**src/rtl/io_clk_config_arbiter.sv**
```systemverilog
// Purpose : round-robin arbiter sharing the IO clock generator config port among
//           REQ_COUNT requesters, with per-channel ownership locks.
// Latency : grant edge A -> write enable in cycle A+1 -> rsp_valid in cycle A+3;
//           next grant at edge A+4 (max one transaction per 4 cycles).
// Backpressure: one transaction in flight; req_ready is low outside IDLE. clk_en=0
//           freezes the FSM/tables and forces the write enables low.
//
// Ports
//   sys_clk, async_rst      clock (rising edge), async active-high reset
//   clk_en                  global advance enable
//   req_valid/req_ready     per-requester handshake, req_ready is a one-hot grant
//   req_op/req_addr/req_data per-requester command (op codes below)
//   rsp_valid/rsp_data/rsp_err  one-cycle response to the granted requester
//   ConfigurationAddr, ConfigWriteEnUpper/Lower, ConfigInput, ConfigOutput
//                           clock generator config port (read-back is combinational)
module io_clk_config_arbiter #(
    parameter int REQ_COUNT  = 4,
    parameter int CLK_COUNT  = 4,
    parameter int DATA_WIDTH = 16
) (
    input  logic                                           sys_clk,
    input  logic                                           async_rst,
    input  logic                                           clk_en,
    input  logic [REQ_COUNT-1:0]                           req_valid,
    output logic [REQ_COUNT-1:0]                           req_ready,
    input  logic [REQ_COUNT-1:0][2:0]                      req_op,
    input  logic [REQ_COUNT-1:0][$clog2(CLK_COUNT)-1:0]    req_addr,
    input  logic [REQ_COUNT-1:0][DATA_WIDTH-1:0]           req_data,
    output logic [REQ_COUNT-1:0]                           rsp_valid,
    output logic [DATA_WIDTH-1:0]                          rsp_data,
    output logic                                           rsp_err,
    output logic [$clog2(CLK_COUNT)-1:0]                   ConfigurationAddr,
    output logic                                           ConfigWriteEnUpper,
    output logic                                           ConfigWriteEnLower,
    output logic [DATA_WIDTH-1:0]                          ConfigInput,
    input  logic [DATA_WIDTH-1:0]                          ConfigOutput
);

    localparam int IW = $clog2(REQ_COUNT);
    localparam int AW = $clog2(CLK_COUNT);

    localparam logic [2:0] OP_RD   = 3'b000;
    localparam logic [2:0] OP_WRL  = 3'b001;
    localparam logic [2:0] OP_WRH  = 3'b010;
    localparam logic [2:0] OP_WRA  = 3'b011;
    localparam logic [2:0] OP_CLM  = 3'b100;
    localparam logic [2:0] OP_REL  = 3'b101;

    typedef enum logic [1:0] {
        ST_IDLE    = 2'd0,
        ST_ISSUE   = 2'd1,
        ST_CAPTURE = 2'd2,
        ST_RESP    = 2'd3
    } state_t;

    state_t                          state_q, state_d;
    logic [IW-1:0]                   rr_q, rr_d;
    logic [IW-1:0]                   idx_q, idx_d;
    logic [2:0]                      op_q, op_d;
    logic [AW-1:0]                   addr_q, addr_d;
    logic [DATA_WIDTH-1:0]           data_q, data_d;
    logic                            err_q, err_d;
    logic [DATA_WIDTH-1:0]           rsp_data_q, rsp_data_d;
    logic [CLK_COUNT-1:0]            owned_q, owned_d;
    logic [CLK_COUNT-1:0][IW-1:0]    owner_q, owner_d;

    // Grant search: first valid requester at or after the rr pointer.
    logic                            gnt_found;
    logic [IW-1:0]                   gnt_idx;
    logic [IW:0]                     cand;
    logic [IW:0]                     rr_nxt;

    always_comb begin
        gnt_found = 1'b0;
        gnt_idx   = '0;
        cand      = '0;
        for (int i = 0; i < REQ_COUNT; i++) begin
            cand = {1'b0, rr_q} + (IW+1)'(i);
            if (cand >= (IW+1)'(REQ_COUNT)) begin
                cand = cand - (IW+1)'(REQ_COUNT);
            end
            if (!gnt_found && req_valid[cand[IW-1:0]]) begin
                gnt_found = 1'b1;
                gnt_idx   = cand[IW-1:0];
            end
        end
        rr_nxt = {1'b0, gnt_idx} + (IW+1)'(1);
        if (rr_nxt >= (IW+1)'(REQ_COUNT)) begin
            rr_nxt = '0;
        end
    end

    // Ownership check for the latched transaction.
    logic other_owned, self_owned, err_c;

    always_comb begin
        other_owned = owned_q[addr_q] && (owner_q[addr_q] != idx_q);
        self_owned  = owned_q[addr_q] && (owner_q[addr_q] == idx_q);
        case (op_q)
            OP_RD:                  err_c = 1'b0;
            OP_WRL, OP_WRH, OP_WRA: err_c = other_owned;
            OP_CLM:                 err_c = other_owned;
            OP_REL:                 err_c = !self_owned;
            default:                err_c = 1'b1;   // reserved ops
        endcase
    end

    always_comb begin
        state_d            = state_q;
        rr_d               = rr_q;
        idx_d              = idx_q;
        op_d               = op_q;
        addr_d             = addr_q;
        data_d             = data_q;
        err_d              = err_q;
        rsp_data_d         = rsp_data_q;
        owned_d            = owned_q;
        owner_d            = owner_q;
        req_ready          = '0;
        rsp_valid          = '0;
        rsp_err            = 1'b0;
        ConfigWriteEnUpper = 1'b0;
        ConfigWriteEnLower = 1'b0;

        if (clk_en) begin
            case (state_q)
                ST_IDLE: begin
                    if (gnt_found) begin
                        // Gated by reset so every output reads 0 while reset is held.
                        req_ready[gnt_idx] = !async_rst;
                        idx_d   = gnt_idx;
                        op_d    = req_op[gnt_idx];
                        addr_d  = req_addr[gnt_idx];
                        data_d  = req_data[gnt_idx];
                        rr_d    = rr_nxt[IW-1:0];
                        state_d = ST_ISSUE;
                    end
                end
                ST_ISSUE: begin
                    if (!err_c) begin
                        ConfigWriteEnLower = (op_q == OP_WRL) || (op_q == OP_WRA);
                        ConfigWriteEnUpper = (op_q == OP_WRH) || (op_q == OP_WRA);
                        if (op_q == OP_CLM) begin
                            owned_d[addr_q] = 1'b1;
                            owner_d[addr_q] = idx_q;
                        end
                        if (op_q == OP_REL) begin
                            owned_d[addr_q] = 1'b0;
                        end
                    end
                    err_d   = err_c;
                    state_d = ST_CAPTURE;
                end
                ST_CAPTURE: begin
                    // The write landed on the previous edge, so this is post-write data.
                    rsp_data_d = ConfigOutput;
                    state_d    = ST_RESP;
                end
                ST_RESP: begin
                    rsp_valid[idx_q] = 1'b1;
                    rsp_err          = err_q;
                    state_d          = ST_IDLE;
                end
                default: state_d = ST_IDLE;
            endcase
        end
    end

    assign ConfigurationAddr = addr_q;
    assign ConfigInput       = data_q;
    assign rsp_data          = rsp_data_q;

    always_ff @(posedge sys_clk or posedge async_rst) begin
        if (async_rst) begin
            state_q    <= ST_IDLE;
            rr_q       <= '0;
            idx_q      <= '0;
            op_q       <= '0;
            addr_q     <= '0;
            data_q     <= '0;
            err_q      <= 1'b0;
            rsp_data_q <= '0;
            owned_q    <= '0;
            owner_q    <= '0;
        end else begin
            state_q    <= state_d;
            rr_q       <= rr_d;
            idx_q      <= idx_d;
            op_q       <= op_d;
            addr_q     <= addr_d;
            data_q     <= data_d;
            err_q      <= err_d;
            rsp_data_q <= rsp_data_d;
            owned_q    <= owned_d;
            owner_q    <= owner_d;
        end
    end

endmodule

```
**config.mk**
```make
export PLATFORM = sky130hd
export DESIGN_NAME = io_clk_config_arbiter
export DESIGN_NICKNAME = d
export VERILOG_FILES = /design/src/rtl/io_clk_config_arbiter.sv
export SDC_FILE = /design/constraint.sdc
export NUM_CORES = 1
export LEC_CHECK = 0
export ABC_AREA = 1
export BUFFER_PORTS_ARGS = -buffer_cell sky130_fd_sc_hd__buf_2
export CAP_MARGIN = 20
export CORE_MARGIN = 10
export CORE_UTILIZATION = 49
export DETAILED_ROUTE_END_ITERATION = 6
export GPL_ROUTABILITY_DRIVEN = 0
export PLACE_DENSITY = 0.82
export SLEW_MARGIN = 20
export SYNTH_ARGS = -nofsm -noshare
export SYNTH_HDL_FRONTEND = slang
export SYNTH_SLANG_ARGS = --single-unit
export TNS_END_PERCENT = 1
```
**constraint.sdc**
```tcl
create_clock -name sys_clk -period 2.4 [get_ports sys_clk]
set_input_delay 0 -clock sys_clk [delete_from_list [all_inputs] [get_ports sys_clk]]
set_output_delay 0 -clock sys_clk [all_outputs]
set_load 0.02 [all_outputs]
```
## Word level (Yosys, flattened, before mapping)

Cells that the tools add are included.

| word-level totals | value |
|---|---|
| word-level logic and storage cells | 137 |
| bits of input ports | 107 |
| bits in registers | 56 |
| output and inout port bits | 45 |

| cells by class | value |
|---|---|
| equal/unequal tests | 11 |
| $lt $le $gt $ge | 15 |
| multiplexer cells | 61 |
| reduce and logical (&&, ||, !) cells | 24 |
| add/subtract/negate cells | 8 |
| bitwise logic cells | 5 |

Operators by type and width:

| cell | number |
|---|---|
| $mux 4 | 10 |
| $bmux 16 s2 | 1 |
| $mux 2 | 13 |
| $lt 2x3->1 const B | 7 |
| $mux 1 | 20 |
| $mux 16 | 1 |
| $ge 3x3->1 const B | 4 |
| $bmux 1 s2 | 5 |
| $and 4x4->4 | 2 |
| $bmux 2 s2 | 2 |
| $bwmux 8 | 1 |
| $logic_and 1x1->1 | 8 |
| $pmux 2 s4 | 1 |
| $sub 2x1->2 const B | 4 |
| $add 2x1->3 const B | 2 |
| $add 2x2->3 const B | 2 |
| $bmux 3 s2 | 1 |
| $demux 1 s2 | 3 |
| $eq 3x2->1 const B | 2 |
| $eq 3x3->1 const B | 2 |
| $ge 2x1->1 const B | 3 |
| $reduce_and 2->1 | 3 |
| $reduce_and 3->1 | 2 |
| $logic_not 1->1 | 5 |
| 18 further kinds | 20 |

## Longest topological paths before layout

| logic depth | value |
|---|---|
| depth after elaboration | 22 |
| mapped depth | 15 |

## Least setup slack after synthesis

No wires, ideal clock.

| timing path | value |
|---|---|
| path type | register -> output |
| start | register rr_q[0] |
| end | output req_ready[3] |
| slack | 371 ps |
| data arrival time | 2029 ps |
| stages on the path, launching flop included | 14 |
| cells stage by stage | dfrtp_1 -> inv_1 -> buf_6 -> nand2_1 -> nand2_1 -> nand2_1 -> nand2_1 -> nor2_4 -> nand3_4 -> nand3_2 -> buf_4 -> inv_1 -> ha_1 -> nor3b_1 |

| between the ends | value |
|---|---|
| longest elaborated chain between the ends | 22 |
| elaborated cells between the ends (all ways) | 46 |

RTL lines:

| what | RTL line | source |
|---|---|---|
| from (decl) | 57 | `logic [IW-1:0] rr_q, rr_d;` |
| from (signal assigned) | 187 | `rr_q <= rr_d;` |
| branches (longest 19 deep; another with $add 2x1->3) | -- |  |
| $mux 4 (*) | 128 | `if (gnt_found) begin` |
| $mux 4 (*) | 126 | `case (state_q)` |
| $mux 4 (*) | 125 | `if (clk_en) begin` |
| to (decl) | 25 | `output logic [REQ_COUNT-1:0] req_ready,` |

Every way passes the cells marked *. The select of a mux whose other input is x is not followed.

## Worst setup path in the final report

| timing path | value |
|---|---|
| start | register rr_q[0] |
| end | output req_ready[1] |

Same word-level chain as after synthesis.

==> impl_metrics.py <==
metrics = {
    "global_route": {
        "gr-total-overflow": 0,
        "grtUsageTotal_pct": 20.3,
        "grt_pass1_wl_um": 19200,
        "grt_pass1_vias": 4164,
        "antenna_found_initial": 0,
        "grt_start_max_net_pins": 57,
    },
    "cts": {
        "cts_tree": "done",
        "cts_buffer_depth": 2,
        "clk_pin_slew_ns": 0.09,
        "cts_sinks": 56,
        "insertion_delay_ns": 0.31,
        "cts_buffers": 5,
        "ctsHtreeMaxLevel": 2,
        "root_buffer": "clkbuf_8",
    },
    "place": {
        "place_hpwl_um": 8610,
        "port_buffers": 151,
        "dp_slack_ns": 0.0752,
    },
    "synthesis": {
        "seq_area_frac_synth_pct": 38.8,
        "synth_nets": 626,
        "yosysTopAreaCellShare_pct": 38.8,
        "synth_area_um2": 3610,
        "ys_seq_elements": 56,
        "ys_warn_count": 0,
        "synthTopCellsByArea": "dfrtp_1 (39%), nand2_1 (21%), nand3_1 (14%)",
        "synth_cell_types": 28,
        "synth_top_area_cell": "dfrtp_1",
        "synthCells": 513,
        "avgSynthCellArea_um2": 7.03,
    },
    "power_and_ir_drop": {
        "p_seq_share_pct": 25.1,
        "leakagePower_nw": 2.75,
        "switchingPower_mw": 3.50,
        "power-per-cell-area_nw_per_um2": 1380,
        "peakVddDrop_mv": 0.605,
        "comb_power_share_pct": 65.8,
        "p_int_mw": 3.15,
        "clockPowerShare_pct": 9.2,
        "switching_share_pct": 52.7,
    },
    "routing": {
        "num_vias": 4072,
        "dr.first_iter.drc_count": 248,
        "totalWireLength_um": 12000,
        "routedWlPerCell_um": 15.2,
        "drc": 0,
        "vias_per_cell": 5.19,
        "drt_pass1_iterations": 7,
        "ant_nets": 0,
    },
    "layout": {
        "final_nets": 798,
        "fin_util_pct": 67.0,
        "num_antenna_cells": 0,
        "drive_gt1_share_pct": 30.5,
        "multiInputGateArea_um2": 1960,
        "layout_common_cells": "nand2_1 (203), buf_2 (151), nand3_1 (101)",
        "area_growth_pct": 34.0,
        "final_common_cell": "nand2_1",
        "regArea_um2": 1400,
        "fill_cells": 622,
    },
    "floorplanning": {
        "core_area_um2": 7210,
        "die_x_um": 106,
        "pin_count": 152,
        "fp-row-count": 31,
        "die_area_um2": 11200,
        "die_height_um": 106,
        "initial_utilization_pct": 50.0,
    },
    "timing": {
        "hold_viol_final": 0,
        "worst_pin_slew_ns": 0.700,
        "max_freq_mhz": 445,
        "relSlewSlack_pct": 53.3,
        "setup_ws_ns": 0.151,
        "tns_ns": 0,
        "finalCritPeriodShare_pct": 93.7,
        "post-route-min-period_ns": 2.25,
        "fin_skew_ns": 0.00397,
        "slew_viol_final": 0,
        "rsz0062_at_grt": "no",
        "setup_violations": 0,
    },
    "worst_setup_path": {
        "cp_slowest_stage_delay_ns": 0.40,
        "crit_required_ns": 2.40,
        "crit_slowest_cell": "dfrtp_1",
        "critPathTopFamily": "simple AND/OR/NAND/NOR gates",
        "criticalPathCategory": "register to output port",
        "worstPathArrival_ns": 2.25,
        "cp_max_fo": 18,
        "worst_setup_path_start_kind": "register",
        "cp.depth": 10,
        "reg2reg_depth": 11,
        "worstSetupEndpointType": "output port",
        "worst-path-buf-inv": 3,
        "path_cells": "buf_4, nand2_1, nand2_1, nor2_1, nor2_4, nand3_4, nand3_2, buf_4, nor4_2, buf_2",
    },
    "run": {
        "cap_violations": 0,
    },
    "hold_path": {
        "hold_depth": 5,
        "hold_class": "input pin to register",
    },
    "status": {
        "status": "finished clean",
    },
}
power by group through the flow:
| stage | Combinational (mW) | Sequential [mW] | Clock (mW) |
|---|---|---|---|
| global route | 4.89 | 1.71 | 0.660 |
| CTS | 4.15 | 1.65 | 0.625 |
| floorplan | 2.84 | 1.91 | 0 |
| finish | 4.37 | 1.67 | 0.610 |
| detailed placement | 4.09 | 1.65 | 0 |
| global placement | 3.98 | 1.65 | 0 |
per-stage QoR:
step	hold WS [ns]	total power, mW	instances	instance area [um2]
global route	0.0167	7.26	785	4830
global placement	0.232	5.63	749	4430
finish	0.00247	6.65	785	4830
floorplan	0.0828	4.75	513	3610
CTS	0.000188	6.42	780	4770
detailed placement	0.236	5.74	749	4430
per-layer routing:
| metal | GRT usage (%) | wire length (um) | up-vias |
|---|---|---|---|
| met5 | 0 | 0 | - |
| met4 | 5.90 | 210 | 0 |
| met3 | 4.87 | 781 | 24 |
| met2 | 37.2 | 6210 | 149 |
| met1 | 22.6 | 4750 | 1883 |
| li1 | - | - | 2016 |
synth_stat cells:
library cell and n:
nand2_1 203, nand3_1 101, dfrtp_1 56, inv_1 30, nor2_1 24, mux2_2 16, a21oi_1 15, buf_2 12
nand4_1 8, clkbuf_1 6, ha_1 6, buf_4 5, o21ai_0 4, a22oi_1 3, buf_6 3, inv_2 3
nor3_1 3, nand2_2 2, nand3_2 2, nand3_4 2, o21bai_1 2, a31oi_1 1, and3_1 1, buf_1 1
nor2_4 1, nor3b_1 1, nor4_1 1, o221ai_1 1
flip-flops by register name, indices dropped and copies added, names as in the netlist, 3 cells and up:
signal,flops
op_q,3
owner_q,8
rsp_data,16
owned_q,4
ConfigInput,16
area by class of cell:
class | instances | area share [%]
clock buffer | 6 | 1.50
clock inverter | 2 | 0.725
inverter | 33 | 2.64
multi-input combinational | 398 | 40.6
sequential | 56 | 29.0
tap | 99 | 2.56
timing repair buffer | 190 | 22.9
timing repair inverter | 1 | 0.104
logic make-up (layout without fill, tap and decap cells):
| logic type | Yosys count | after routing | share of synthesized area, % |
|---|---|---|---|
| DFF | 56 | 56 | 38.8 |
| AOI/OAI and AO/OA | 26 | 26 | 4.09 |
| adders and majority gates | 6 | 6 | 2.08 |
| and+or+nand+nor | 349 | 350 | 42.2 |
| buffers and inverters | 60 | 232 | 7.80 |
| muxes | 16 | 16 | 4.99 |
final timing paths:
path / startpoint / endpoint / slack, ns
min: req_data[44] / ConfigInput[12] / 0.002
max: rr_q[0] / req_ready[1] / 0.15
min reg2reg: owner_q[2] / owner_q[2] / 0.49
max in group asynchronous: async_rst / owner_q[7] / 1.42
max reg2reg: rr_q[0] / ConfigInput[1] / 0.19
min in group asynchronous: async_rst / ConfigInput[9] / 0.52
worst register-to-register path: stages (launching register included):
cell and delay, ns:
dfrtp_1 0.40, buf_4 0.17, nand2_1 0.07, nand2_1 0.10, nand2_1 0.07, nand2_1 0.09
nor2_4 0.18, nand3_1 0.14, nand3_4 0.19, clkinvlp_2 0.39, nand3_1 0.21, nand3_1 0.08
what timing repair did:
| item | CTS | global route |
|---|---|---|
| hold endpoints to repair | 78 | 0 |
| gates cloned | 0 | 2 |
| hold buffers | 23 | 0 |
| resized for setup | 2 | 6 |
| buffers inserted | 0 | 3 |
| pin swaps | 0 | 2 |
| endpoints found under the setup margin | 4 | 25 |
No activity file was read; power rests on OpenSTA's default activity.
